File: config.mk
export PLATFORM = sky130hd
export DESIGN_NAME = timer_apb_regif
export DESIGN_NICKNAME = d
export VERILOG_FILES = /design/src/rtl/timer_pkg.sv /design/src/rtl/timer_wait_cnt.sv /design/src/rtl/timer_apb_regif.sv
export SDC_FILE = /design/constraint.sdc
export NUM_CORES = 1
export LEC_CHECK = 0
export CORE_UTILIZATION = 38
export DETAILED_ROUTE_END_ITERATION = 8
export PLACE_DENSITY = 0.82
export SYNTH_ARGS = -nofsm -noshare
export SYNTH_HDL_FRONTEND = slang
export SYNTH_HIERARCHICAL = 1
export SYNTH_SLANG_ARGS = --single-unit
export TNS_END_PERCENT = 30
File: constraint.sdc
create_clock -name pclk -period 4.3 [get_ports pclk]
set_input_delay 1.29 -clock pclk [delete_from_list [all_inputs] [get_ports pclk]]
set_output_delay 1.29 -clock pclk [all_outputs]
set_load 0.01 [all_outputs]
File: src/rtl/timer_pkg.sv
// Shared constants for the timer APB register block: register map, TCR bit
// positions and the bus transfer state encoding.
package timer_pkg;

  localparam logic [7:0] ADDR_TDR  = 8'h00;
  localparam logic [7:0] ADDR_TCR  = 8'h01;
  localparam logic [7:0] ADDR_TSR  = 8'h02;
  localparam logic [7:0] ADDR_TCNT = 8'h03;

  localparam int TCR_LOAD = 7;
  localparam int TCR_DOWN = 5;
  localparam int TCR_EN   = 4;

  // Writable TCR bits: LOAD, DOWN, EN and the two CKS bits.
  localparam logic [7:0] TCR_WMASK = 8'((1 << TCR_LOAD) | (1 << TCR_DOWN) | (1 << TCR_EN) | 3);

  typedef enum logic [1:0] {
    ST_IDLE,
    ST_SETUP,
    ST_WAIT,
    ST_ACCESS
  } apb_state_e;

endpackage

File: src/rtl/timer_wait_cnt.sv
// Wait-state counter: loads WAIT at the start of a transfer and counts down,
// flagging the last wait cycle so the transfer FSM can move to ACCESS.
module timer_wait_cnt #(
  parameter int unsigned WAIT = 0
) (
  input  logic pclk,
  input  logic preset_n,
  input  logic load_i,
  input  logic dec_i,
  output logic last_o
);

  logic [3:0] cnt_q, cnt_d;

  always_comb begin
    cnt_d = cnt_q;
    if (load_i) begin
      cnt_d = 4'(WAIT);
    end else if (dec_i && (cnt_q != 4'd0)) begin
      cnt_d = cnt_q - 4'd1;
    end
    last_o = (cnt_q <= 4'd1);
  end

  always_ff @(posedge pclk) begin
    if (!preset_n) begin
      cnt_q <= 4'd0;
    end else begin
      cnt_q <= cnt_d;
    end
  end

endmodule

File: src/rtl/timer_apb_regif.sv
// APB slave register interface for the timer core: TDR/TCR/TSR/TCNT decode,
// wait-state transfer FSM, LOAD strobe and sticky status flags.
module timer_apb_regif
  import timer_pkg::*;
#(
  parameter int unsigned WAIT = 0
) (
  input  logic       pclk,
  input  logic       preset_n,
  input  logic       psel,
  input  logic       penable,
  input  logic       pwrite,
  input  logic [7:0] paddr,
  input  logic [7:0] pwdata,
  output logic [7:0] prdata,
  output logic       pready,
  output logic       pslverr,
  output logic [7:0] tdr_o,
  output logic [7:0] tcr_o,
  output logic       load_pulse_o,
  input  logic [7:0] cnt_i,
  input  logic       ovf_set_i,
  input  logic       udf_set_i,
  output logic [1:0] tsr_o
);

  apb_state_e state_q, state_d, cur_state;
  logic       wait_last;
  logic [7:0] tdr_q, tdr_d, tcr_q, tcr_d;
  logic [1:0] tsr_q, tsr_d;
  logic       load_pulse_q, load_pulse_d;
  logic       addr_err, commit;
  logic [7:0] rd_val;

  timer_wait_cnt #(.WAIT(WAIT)) u_wait_cnt (
    .pclk     (pclk),
    .preset_n (preset_n),
    .load_i   (cur_state == ST_SETUP),
    .dec_i    (state_q == ST_WAIT),
    .last_o   (wait_last)
  );

  // SETUP is the APB setup-phase cycle itself, so it is decoded from IDLE
  // rather than registered; this lets a WAIT=0 transfer finish in its first
  // access cycle and lets back-to-back transfers start right after ACCESS.
  always_comb begin
    cur_state = state_q;
    if ((state_q == ST_IDLE) && psel && !penable) begin
      cur_state = ST_SETUP;
    end
    state_d = state_q;
    case (cur_state)
      ST_IDLE:   state_d = ST_IDLE;
      ST_SETUP:  state_d = (WAIT > 0) ? ST_WAIT : ST_ACCESS;
      ST_WAIT: begin
        if (!psel) begin
          state_d = ST_IDLE;
        end else if (wait_last) begin
          state_d = ST_ACCESS;
        end
      end
      ST_ACCESS: state_d = ST_IDLE;
      default:   state_d = ST_IDLE;
    endcase
  end

  always_comb begin
    addr_err = (paddr > ADDR_TCNT) || (pwrite && (paddr == ADDR_TCNT));
    pready   = (cur_state == ST_ACCESS) && psel && penable;
    pslverr  = pready && addr_err;
    commit   = pready && pwrite && !addr_err;
    rd_val   = 8'h00;
    case (paddr)
      ADDR_TDR:  rd_val = tdr_q;
      ADDR_TCR: begin
        rd_val           = tcr_q;
        rd_val[TCR_LOAD] = 1'b0;
      end
      ADDR_TSR:  rd_val = {6'b0, tsr_q};
      ADDR_TCNT: rd_val = cnt_i;
      default:   rd_val = 8'h00;
    endcase
    prdata = (pready && !pwrite && !addr_err) ? rd_val : 8'h00;
  end

  // LOAD lives in TCR for exactly one cycle alongside the strobe, then clears.
  always_comb begin
    tdr_d           = tdr_q;
    tcr_d           = tcr_q;
    tcr_d[TCR_LOAD] = 1'b0;
    tsr_d           = tsr_q;
    load_pulse_d    = 1'b0;
    if (commit && (paddr == ADDR_TDR)) begin
      tdr_d = pwdata;
    end
    if (commit && (paddr == ADDR_TCR)) begin
      tcr_d        = pwdata & TCR_WMASK;
      load_pulse_d = pwdata[TCR_LOAD];
    end
    if (commit && (paddr == ADDR_TSR)) begin
      tsr_d = tsr_q & ~pwdata[1:0];
    end
    tsr_d = tsr_d | {udf_set_i, ovf_set_i};
  end

  always_ff @(posedge pclk) begin
    if (!preset_n) begin
      state_q      <= ST_IDLE;
      tdr_q        <= 8'h00;
      tcr_q        <= 8'h00;
      tsr_q        <= 2'b00;
      load_pulse_q <= 1'b0;
    end else begin
      state_q      <= state_d;
      tdr_q        <= tdr_d;
      tcr_q        <= tcr_d;
      tsr_q        <= tsr_d;
      load_pulse_q <= load_pulse_d;
    end
  end

  assign tdr_o        = tdr_q;
  assign tcr_o        = tcr_q;
  assign tsr_o        = tsr_q;
  assign load_pulse_o = load_pulse_q;

endmodule

==> flow_metrics.env <==
export IMPL_dp_cells=191
export IMPL_ioPinCount=60
export IMPL_dr_total_vias=991
export IMPL_dp_slack_ns=-0.124
export IMPL_die_area_mm2=0.00264
export IMPL_final_util=0.693
export IMPL_rows=17
export IMPL_cts_max_level=1
export IMPL_fin_ws_ns=0.152
export IMPL_layout_commonest_cell="clkdlybuf4s50_1"
export IMPL_grt_usage=0.221
export IMPL_p_int_mw=0.220
export IMPL_grt_first_pass_wirelength_um=4360
export IMPL_path_clk_slew_ns=0.09
export IMPL_max_vdd_ir_drop_mv=0.150
export IMPL_finalSetupViolCount=0
export IMPL_slew_violations=0
export IMPL_synth_warnings=6
export IMPL_gr_total_overflow=0
export IMPL_crit_path_max_incr_delay_ns=0.56
export IMPL_firstDrtPassIters=3
export IMPL_status="finished, final reports clean"
export IMPL_port_buffers=56
export IMPL_crit_slowest_cell="clkdlybuf4s50_1"
export IMPL_worstHoldPathType="flop to flop"
export IMPL_start_kind="input pin"
export IMPL_final_seq_area_um2=320
export IMPL_start_util=0.411
export IMPL_synth_flop_cell="dfxtp_1"
export IMPL_combPwrFrac=0.209
export IMPL_antenna_found_initial=0
export IMPL_clk_latency_ns=0.28
export IMPL_synth_area_um2=926
export IMPL_syn_inst=108
export IMPL_netSwitchingFraction=0.246
export IMPL_drc_errors=0
export IMPL_synth_area_per_cell_um2=8.57
export IMPL_synth_edf_count=0
export IMPL_ant_nets=0
export IMPL_hold_viol_final=0
export IMPL_arrival_ns=2.86
export IMPL_path_class="input pin to output port"
export IMPL_leakagePower_nw=0.678
export IMPL_hpwl_um=2020
export IMPL_ctsHoldBuffers=0
export IMPL_clock_path_buffers=2
export IMPL_clock_sinks=16
export IMPL_critPathMostFrequentCell="clkdlybuf4s50_1"
export IMPL_die_y_um=51.4
export IMPL_synth_cell_type_count=29
export IMPL_worstSetupEndpointType="output port"
export IMPL_grt_max_degree=25
export IMPL_die_w_um=51.4
export IMPL_gp_congestion=0.772
export IMPL_worst_slew_margin_rel=0.456
export IMPL_yosysSeqAreaShare=0.346
export IMPL_nets=199
export IMPL_nFillCells=189
export IMPL_p_sw_mw=0.0719
export IMPL_tritoncts="built"
export IMPL_finalSetupTns_ns=0
export IMPL_r2r_cells=4
export IMPL_synthArstFlopShare=0
export IMPL_drv_cap=0
export IMPL_p_per_area_mw_per_mm2=187
export IMPL_via_per_inst=5.11
export IMPL_path_cells="clkdlybuf4s50_1 -> and2_1 -> nand2_1 -> a31oi_1 -> clkdlybuf4s50_1"
export IMPL_clock_root_buffer="clkbuf_4"
export IMPL_skew_ns=0.00520
export IMPL_cp_max_fo=4
export IMPL_coreArea_mm2=0.00225
export IMPL_worst_ep_required_time_ns=3.01
export IMPL_tightest_slew_ns=0.813
export IMPL_wl_per_cell_um=13.5
export IMPL_drt_iter0_drc=12
export IMPL_whs_path_depth=2
export IMPL_post_route_period_util=0.965
export IMPL_p_clk_frac=0.274
export IMPL_fmaxAchievable_ghz=0.241
export IMPL_finalWirelength_um=2620
export IMPL_sequentialPowerShare=0.517
export IMPL_layout_drive_gt1_share=0.120
export IMPL_rsz0062_at_grt="false"
export IMPL_areaGrowthSynthToFinish_pct=68.8
export IMPL_diodes=0
export IMPL_layout_common_cells="47 x clkdlybuf4s50_1, 24 x nand2_1, 16 x dfxtp_1"
export IMPL_cts_made_buffers=3
export IMPL_multi_input_area_um2=561
export IMPL_post_route_min_period_ns=4.15
export IMPL_final_cells=194
export IMPL_ys_ff_latch=16
export IMPL_grt_pass1_vias=976
per-layer routing:
layer	wire length, µm	vias to the layer above	global-route usage
met5	0	-	0
met4	19	0	0.0856
met3	196	2	0.0625
met2	1260	35	0.368
met1	1150	465	0.267
li1	-	489	-
synthesized netlist by cell type, types with 3 or more instances:
master / count / share of area
nor2_1: 6 / 0.024
dfxtp_1: 16 / 0.35
clkbuf_1: 3 / 0.012
nand2_1: 24 / 0.097
nor3b_1: 3 / 0.024
a21oi_1: 4 / 0.022
a22oi_1: 4 / 0.032
buf_4: 4 / 0.032
mux2i_1: 14 / 0.15
logic make-up after synthesis:
logic type	share of synthesized area
AO/OA/AOI/OAI	0.0716
buffers and inverters	0.0757
multiplexers	0.200
other	0.00405
AND/OR/NAND/NOR	0.303
flip-flops	0.346
critical path, delay by kind of cell:
kind | cells | cell delay [ns]
buffers and inverters | 2 | 1.07
and+or+nand+nor | 2 | 0.32
AOI/OAI and AO/OA | 1 | 0.19
final cells by class:
type | instances | area share
sequential | 16 | 0.205
timing repair buffer | 63 | 0.395
multi-input combinational | 82 | 0.359
inverter | 2 | 0.00480
tap | 28 | 0.0224
clock buffer | 3 | 0.0144
metrics by stage:
stage | power (mW) | hold WS, ns | area [µm²]
floorplan | 0.177 | 0.488 | 933
global placement | 0.213 | 0.459 | 1520
detailed placement | 0.214 | 0.460 | 1520
CTS | 0.293 | 0.484 | 1540
global route | 0.304 | 0.501 | 1560
finish | 0.292 | 0.481 | 1560
repair_timing:
action | 4_1_cts | 5_1_grt
gates resized for setup | 7 | 5
setup buffers | 0 | 0
pin swaps | 1 | 0
endpoints found under the hold margin | 0 | 0
setup endpoints to repair | 8 | 4
final timing paths:
kind                                         startpoint                    end  slack, ns
worst min-delay path              tdr_o[7]$_SDFFE_PN0P_  tdr_o[7]$_SDFFE_PN0P_       0.48
worst max-delay path                           paddr[0]                pslverr       0.15
worst min register to register    tdr_o[7]$_SDFFE_PN0P_  tdr_o[7]$_SDFFE_PN0P_       0.48
worst max register to register  state_q[0]$_SDFFE_PN0P_  tdr_o[6]$_SDFFE_PN0P_       2.72
state kept, by name, indices dropped and copies added (netlist names):
name / flops
tdr_o: 8
tcr_o: 4
tsr_o: 2
load_pulse_o: 1
state_q: 1
power groups by stage:
stage / logic, mW / clock network [mW] / registers, mW
floorplan: 0.0222 / 0 / 0.155
global placement: 0.0584 / 0 / 0.154
detailed placement: 0.0593 / 0 / 0.154
CTS: 0.0601 / 0.0815 / 0.151
global route: 0.0665 / 0.0865 / 0.151
finish: 0.0610 / 0.0798 / 0.151
Note: power is estimated with default switching activity, not from simulation.
